===== src/rtl/spi_slave_rx_pkg.sv =====
// Shared definitions for the 3-wire serial receiver: FSM states and the
// {data, addr} word packing also used by the master controller's FIFO word.
package spi_slave_rx_pkg;

  localparam int WORD_W = 32;

  typedef enum logic [1:0] {
    IDLE  = 2'd0,
    SHIFT = 2'd1,
    CHECK = 2'd2
  } rx_state_e;

  // frame arrives address-first, so it sits as {addr, data}; the word swaps it to {data, addr}
  function automatic logic [WORD_W-1:0] pack_word(input logic [WORD_W-1:0] frame,
                                                  input int addr_bits,
                                                  input int data_bits);
    logic [WORD_W-1:0] mask, addr, data;
    mask = (WORD_W'(1) << data_bits) - WORD_W'(1);
    data = frame & mask;
    addr = frame >> data_bits;
    return (data << addr_bits) | addr;
  endfunction

endpackage


===== src/rtl/spi_rx_fifo.sv =====
// Show-ahead receive FIFO with occupancy count; DEPTH must be a power of 2 (>= 2).
module spi_rx_fifo #(
  parameter int DATA_SIZE = 32,
  parameter int DEPTH     = 8
) (
  input  logic                         clock,
  input  logic                         reset_n,
  input  logic                         wr_en,
  input  logic [DATA_SIZE-1:0]         wr_data,
  input  logic                         rd_en,
  output logic [DATA_SIZE-1:0]         rd_data,
  output logic                         empty,
  output logic                         full,
  output logic [$clog2(DEPTH):0]       count
);

  localparam int AW = $clog2(DEPTH);
  localparam int CW = AW + 1;

  logic [DATA_SIZE-1:0] mem [DEPTH];
  logic [AW-1:0]        wr_ptr, rd_ptr;
  logic [CW-1:0]        cnt;
  logic                 rd_ok, wr_ok;

  assign empty = (cnt == '0);
  assign full  = (cnt == CW'(DEPTH));
  assign count = cnt;
  assign rd_ok = rd_en & ~empty;
  // a full FIFO still accepts a write when a pop frees the slot in the same cycle
  assign wr_ok = wr_en & (~full | rd_ok);

  // unwritten storage is never exposed: empty reads as zero
  assign rd_data = empty ? '0 : mem[rd_ptr];

  always_ff @(posedge clock or negedge reset_n) begin
    if (!reset_n) begin
      wr_ptr <= '0;
      rd_ptr <= '0;
      cnt    <= '0;
    end else begin
      if (wr_ok) wr_ptr <= wr_ptr + AW'(1);
      if (rd_ok) rd_ptr <= rd_ptr + AW'(1);
      case ({wr_ok, rd_ok})
        2'b10:   cnt <= cnt + CW'(1);
        2'b01:   cnt <= cnt - CW'(1);
        default: cnt <= cnt;
      endcase
    end
  end

  always_ff @(posedge clock) begin
    if (wr_ok) mem[wr_ptr] <= wr_data;
  end

endmodule


===== src/rtl/spi_slave_rx.sv =====
// Receiver for the SEN/SCLK/SDATA write link: oversamples, deserializes each
// frame into {data, addr}, queues good frames and flags bad lengths and drops.
module spi_slave_rx
  import spi_slave_rx_pkg::*;
#(
  parameter int ADDR_BITS   = 8,
  parameter int DATA_BITS   = 16,
  parameter int FIFO_DEPTH  = 8,
  parameter int SYNC_STAGES = 2
) (
  input  logic                clock,
  input  logic                reset_n,
  input  logic                SEN,
  input  logic                SCLK,
  input  logic                SDATA,
  input  logic                fifo_rden,
  output logic [WORD_W-1:0]   data_out,
  output logic                data_empty,
  output logic                data_full,
  output logic                busy,
  output logic                frame_err,
  output logic                overflow
);

  localparam int N     = ADDR_BITS + DATA_BITS;
  localparam int CNT_W = $clog2(N + 2);
  localparam int OCC_W = $clog2(FIFO_DEPTH) + 1;

  logic [SYNC_STAGES-1:0] sen_sync, sclk_sync, sdata_sync;
  logic                   sclk_d;
  logic                   sync_sen, sync_sclk, sync_sdata, sclk_rise;

  rx_state_e              state, next_state;
  logic [CNT_W-1:0]       bit_cnt;
  logic [N-1:0]           shreg;
  logic                   clear, shift_en, push;

  logic [WORD_W-1:0]      fifo_wdata;
  logic                   fifo_empty, fifo_full;
  logic [OCC_W-1:0]       fifo_count;

  // all three lines share one chain length so they stay aligned; idle line is high
  always_ff @(posedge clock or negedge reset_n) begin
    if (!reset_n) begin
      sen_sync   <= '1;
      sclk_sync  <= '1;
      sdata_sync <= '1;
      sclk_d     <= 1'b1;
    end else begin
      sen_sync   <= {sen_sync[SYNC_STAGES-2:0], SEN};
      sclk_sync  <= {sclk_sync[SYNC_STAGES-2:0], SCLK};
      sdata_sync <= {sdata_sync[SYNC_STAGES-2:0], SDATA};
      sclk_d     <= sclk_sync[SYNC_STAGES-1];
    end
  end

  assign sync_sen   = sen_sync[SYNC_STAGES-1];
  assign sync_sclk  = sclk_sync[SYNC_STAGES-1];
  assign sync_sdata = sdata_sync[SYNC_STAGES-1];
  assign sclk_rise  = sync_sclk & ~sclk_d;

  always_ff @(posedge clock or negedge reset_n) begin
    if (!reset_n) state <= IDLE;
    else          state <= next_state;
  end

  always_comb begin
    next_state = state;
    busy       = 1'b0;
    clear      = 1'b0;
    shift_en   = 1'b0;
    push       = 1'b0;
    frame_err  = 1'b0;
    overflow   = 1'b0;
    case (state)
      IDLE: begin
        if (!sync_sen) begin
          busy       = 1'b1;
          clear      = 1'b1;
          next_state = SHIFT;
        end
      end
      SHIFT: begin
        if (sync_sen) begin
          next_state = CHECK;
        end else begin
          busy     = 1'b1;
          shift_en = sclk_rise;
        end
      end
      CHECK: begin
        next_state = IDLE;
        if (bit_cnt == CNT_W'(N)) begin
          // a pop in this same cycle makes room, so full alone is not an overflow
          if ((fifo_count == OCC_W'(FIFO_DEPTH)) && !(fifo_rden && !fifo_empty))
            overflow = 1'b1;
          else
            push = 1'b1;
        end else begin
          frame_err = 1'b1;
        end
      end
      default: next_state = IDLE;
    endcase
  end

  always_ff @(posedge clock or negedge reset_n) begin
    if (!reset_n) begin
      bit_cnt <= '0;
      shreg   <= '0;
    end else if (clear) begin
      bit_cnt <= '0;
      shreg   <= '0;
    end else if (shift_en) begin
      shreg <= {shreg[N-2:0], sync_sdata};
      // saturating at N+1 keeps over-long frames distinguishable from good ones
      if (bit_cnt != CNT_W'(N + 1)) bit_cnt <= bit_cnt + CNT_W'(1);
    end
  end

  assign fifo_wdata = pack_word(WORD_W'(shreg), ADDR_BITS, DATA_BITS);

  spi_rx_fifo #(
    .DATA_SIZE (WORD_W),
    .DEPTH     (FIFO_DEPTH)
  ) u_fifo (
    .clock   (clock),
    .reset_n (reset_n),
    .wr_en   (push),
    .wr_data (fifo_wdata),
    .rd_en   (fifo_rden),
    .rd_data (data_out),
    .empty   (fifo_empty),
    .full    (fifo_full),
    .count   (fifo_count)
  );

  assign data_empty = fifo_empty;
  assign data_full  = fifo_full;

endmodule


===== config.mk =====
export PLATFORM = sky130hd
export DESIGN_NAME = spi_slave_rx
export DESIGN_NICKNAME = d
export VERILOG_FILES = /design/src/rtl/spi_slave_rx_pkg.sv /design/src/rtl/spi_rx_fifo.sv /design/src/rtl/spi_slave_rx.sv
export SDC_FILE = /design/constraint.sdc
export NUM_CORES = 1
export LEC_CHECK = 0
export CORE_MARGIN = 5
export CORE_UTILIZATION = 40
export CTS_BUF_LIST = sky130_fd_sc_hd__clkbuf_8
export DETAILED_ROUTE_END_ITERATION = 16
export GPL_TIMING_DRIVEN = 1
export SLEW_MARGIN = 40
export SYNTH_ARGS = -nofsm -noshare
export SYNTH_HDL_FRONTEND = slang
export SYNTH_SLANG_ARGS = --single-unit

===== constraint.sdc =====
create_clock -name clock -period 4.7 [get_ports clock]
set_input_delay 1.41 -clock clock [delete_from_list [all_inputs] [get_ports clock]]
set_output_delay 1.41 -clock clock [all_outputs]
set_load 0.01 [all_outputs]

==> results.md <==
* Die height at 164 um
* Vias in the first global route at 5058
* Final min period at 4410 ps
* Worst Setup Path Type: reg -> out
* Endpoints failing setup at 0
* Vias per inst at 5.01
* Clk slew on worst S/H paths at 60 ps
* Synth Flop Type: edfxtp_1
* Wire per inst at 19.9 um
* First-pass GRT wire length at 29100 um
* Commonest cells after routing, fill and taps aside: 192 x edfxtp_1, 52 x nand2_1, 48 x mux4_2, 44 x clkbuf_8, 39 x dfrtp_1
* Final HPWL DP at 9950 um
* DRC at 0
* Post-CTS setup buffers at 0
* Cell count after synthesis at 523
* CP top delay family: buffers and inverters
* CTS H-Tree Depth at 2
* Worst vdd ir at 0.252 mV
* Max-slew headroom at 0.546
* Cts bufs inserted at 41
* FF+latch area at 6980 um2
* Core area at 23400 um2
* Clk pwr share at 0.325
* RSZ-0062 raised after global routing: no
* Pre-Repair DR Iteration Count at 4
* CTS tree: yes
* CP Cell Sequence: buf_4, mux4_2, mux2i_1, nor2_1, clkdlybuf4s50_1
* Die span in x at 164 um
* Most common cell after layout, fill and taps aside: edfxtp_1
* Design Power at 5.08 mW
* Starting DRT DRC Count at 239
* Yosys reg bits at 240
* Final Max Slew Viols at 0
* Post-synth EDFFs at 192
* Antenna diodes at 0
* Std-Cell Rows at 56
* Worst EP arrival at 3000 ps
* Count of input and output buffers at 34
* Slowest library cell on the worst path: dfrtp_4
* Clock Skews at 14.2 ps
* Endpoint type of the worst setup path: output pin
* CP bufs+invs at 2
* Fill count at 2052
* Status: finished, final reports clean
* WL final at 18700 um
* Syn-to-layout area delta at 15.7%
* P_int at 3.70 mW
* Top post-synthesis cells by area: edfxtp_1 61%, mux4_2 11%, dfrtp_1 11%, mux2i_1 2.6%, nand2_1 2.1%
* Final hold violations at 0
* Hold Path Class: reg -> reg
* Worst-skew pair later-pin latency at 530 ps
* Nets at 606
* Sequential Power Share at 0.491
* Slowest stage delay, CP at 790 ps
* Initial antenna violation count at 0
* Sink Count at 240
* GR Util All Layers at 0.144
* Antenna viol nets, final at 0
* Post-CTS Hold Fix Bufs at 0
* Syn avg cell area at 18.2 um2
* Post-Syn Area at 9490 um2
* Fin Setup TNS at 0 ps
* Seq/Total Area, Yosys at 0.735
* CTS max path bufs at 3
* Root Driver: clkbuf_8
* Max Cap Violations at 0
* Initial Util at 0.406
* I/O pin cnt at 43
* Share of the synthesized area in the top cell type at 0.607
* Largest net degree at the start of global routing at 36
* Die area at 26900 um2
* Worst Path Required at 3290 ps
* Worst-Margin Slew at 680 ps
* Worst Setup Start Kind: flip-flop
* RePlAce Congestion at 0.721
* Pwr Density at 463 nW/um2
* Grt total ovfl at 0
* Library cells used by synthesis at 40
* Combinational Power Share at 0.184
* F_max at 227 MHz
* Ys async rst share at 0.200
* Layout cell share with drive strength beyond 1 at 0.236
* Post-CTS sizing at 0
* Sw frac at 0.272
* Multi-input logic area at 2360 um2
* Leak at 3.78 nW
* Final period util at 0.938
* Synth area leader: edfxtp_1
* YS warnings at 0
* Vias at 4729
* Net switching power at 1.38 mW
* Crit Path Max Fanout at 28
## state kept, by name, indices dropped and copies added (netlist names), 2 cells and up
register	cells
bit_cnt	5
sclk_sync	2
sdata_sync	2
sen_sync	2
shreg	24
state	2
u_fifo.count	4
u_fifo.mem	192
u_fifo.rd_ptr	3
u_fifo.wr_ptr	3
## power by group through the flow
stage                     combinational, mW  sequential [mW]  clock (mW)
final                                 0.935             2.49        1.65
after global routing                   1.01             2.51        1.81
after CTS                             0.962             2.50        1.71
after detailed placement              0.958             2.54           0
after global placement                0.943             2.54           0
after floorplan                       0.745             2.40           0
## metrics by stage
stage                     instance area [um2]  cells  utilization  hold WS, ps  worst slack, ps
after global routing                    11000    943        0.469          357             70.3
after detailed placement                10200    868        0.438          348              582
final                                   11000    943        0.469          354              292
after floorplan                          9520    530            -          345              727
after CTS                               11000    943        0.469          356              191
after global placement                  10200    868        0.438          346              609
## final timing paths
path,startpoint,end,slack (ps),cells after the start
hold / removal,sclk_sync[0],sclk_sync[1],350,0
hold reg to reg,sclk_sync[0],sclk_sync[1],350,0
max in group asynchronous,reset_n,bit_cnt[2],3210,2
setup / recovery,u_fifo.rd_ptr[0],data_out[4],290,5
min in group asynchronous,reset_n,u_fifo.wr_ptr[1],850,1
setup reg to reg,u_fifo.count[1],u_fifo.count[2],2110,9
## cell families (layout without fill, tap and decap cells)
logic type | Yosys count | after routing | share of synthesized area
compound gates | 31 | 31 | 0.0196
xor+xnor | 12 | 12 | 0.0111
fa+ha+maj | 8 | 8 | 0.0105
buf+inv | 40 | 134 | 0.0229
flops | 240 | 240 | 0.735
mux | 76 | 76 | 0.144
other cells | 1 | 8 | 0.000395
simple gates | 115 | 115 | 0.0564
## cells in the mapped netlist, types with 8 or more instances
cell,number
a21oi_1,25
buf_2,12
buf_4,10
clkbuf_1,8
dfrtp_1,41
edfxtp_1,192
ha_1,8
mux2i_1,25
mux4_2,48
nand2_1,52
nor2_1,37
xor2_1,9
## final cells by class
cell class | count | area share
multi-input cells | 250 | 0.215
flip-flops and latches | 240 | 0.636
clock buffers | 44 | 0.0552
well taps | 319 | 0.0363
repair buffers | 52 | 0.0442
inverters | 7 | 0.00239
clock inverters | 31 | 0.0115
## layer usage
| layer | global-route usage | share of wire | up-vias |
|---|---|---|---|
| met4 | 0.0408 | 0.019 | 0 |
| li1 | - | - | 2128 |
| met3 | 0.0336 | 0.052 | 30 |
| met2 | 0.240 | 0.50 | 123 |
| met1 | 0.190 | 0.43 | 2448 |
| met5 | 0 | 0 | - |
Note: power is estimated with default switching activity, not from simulation.
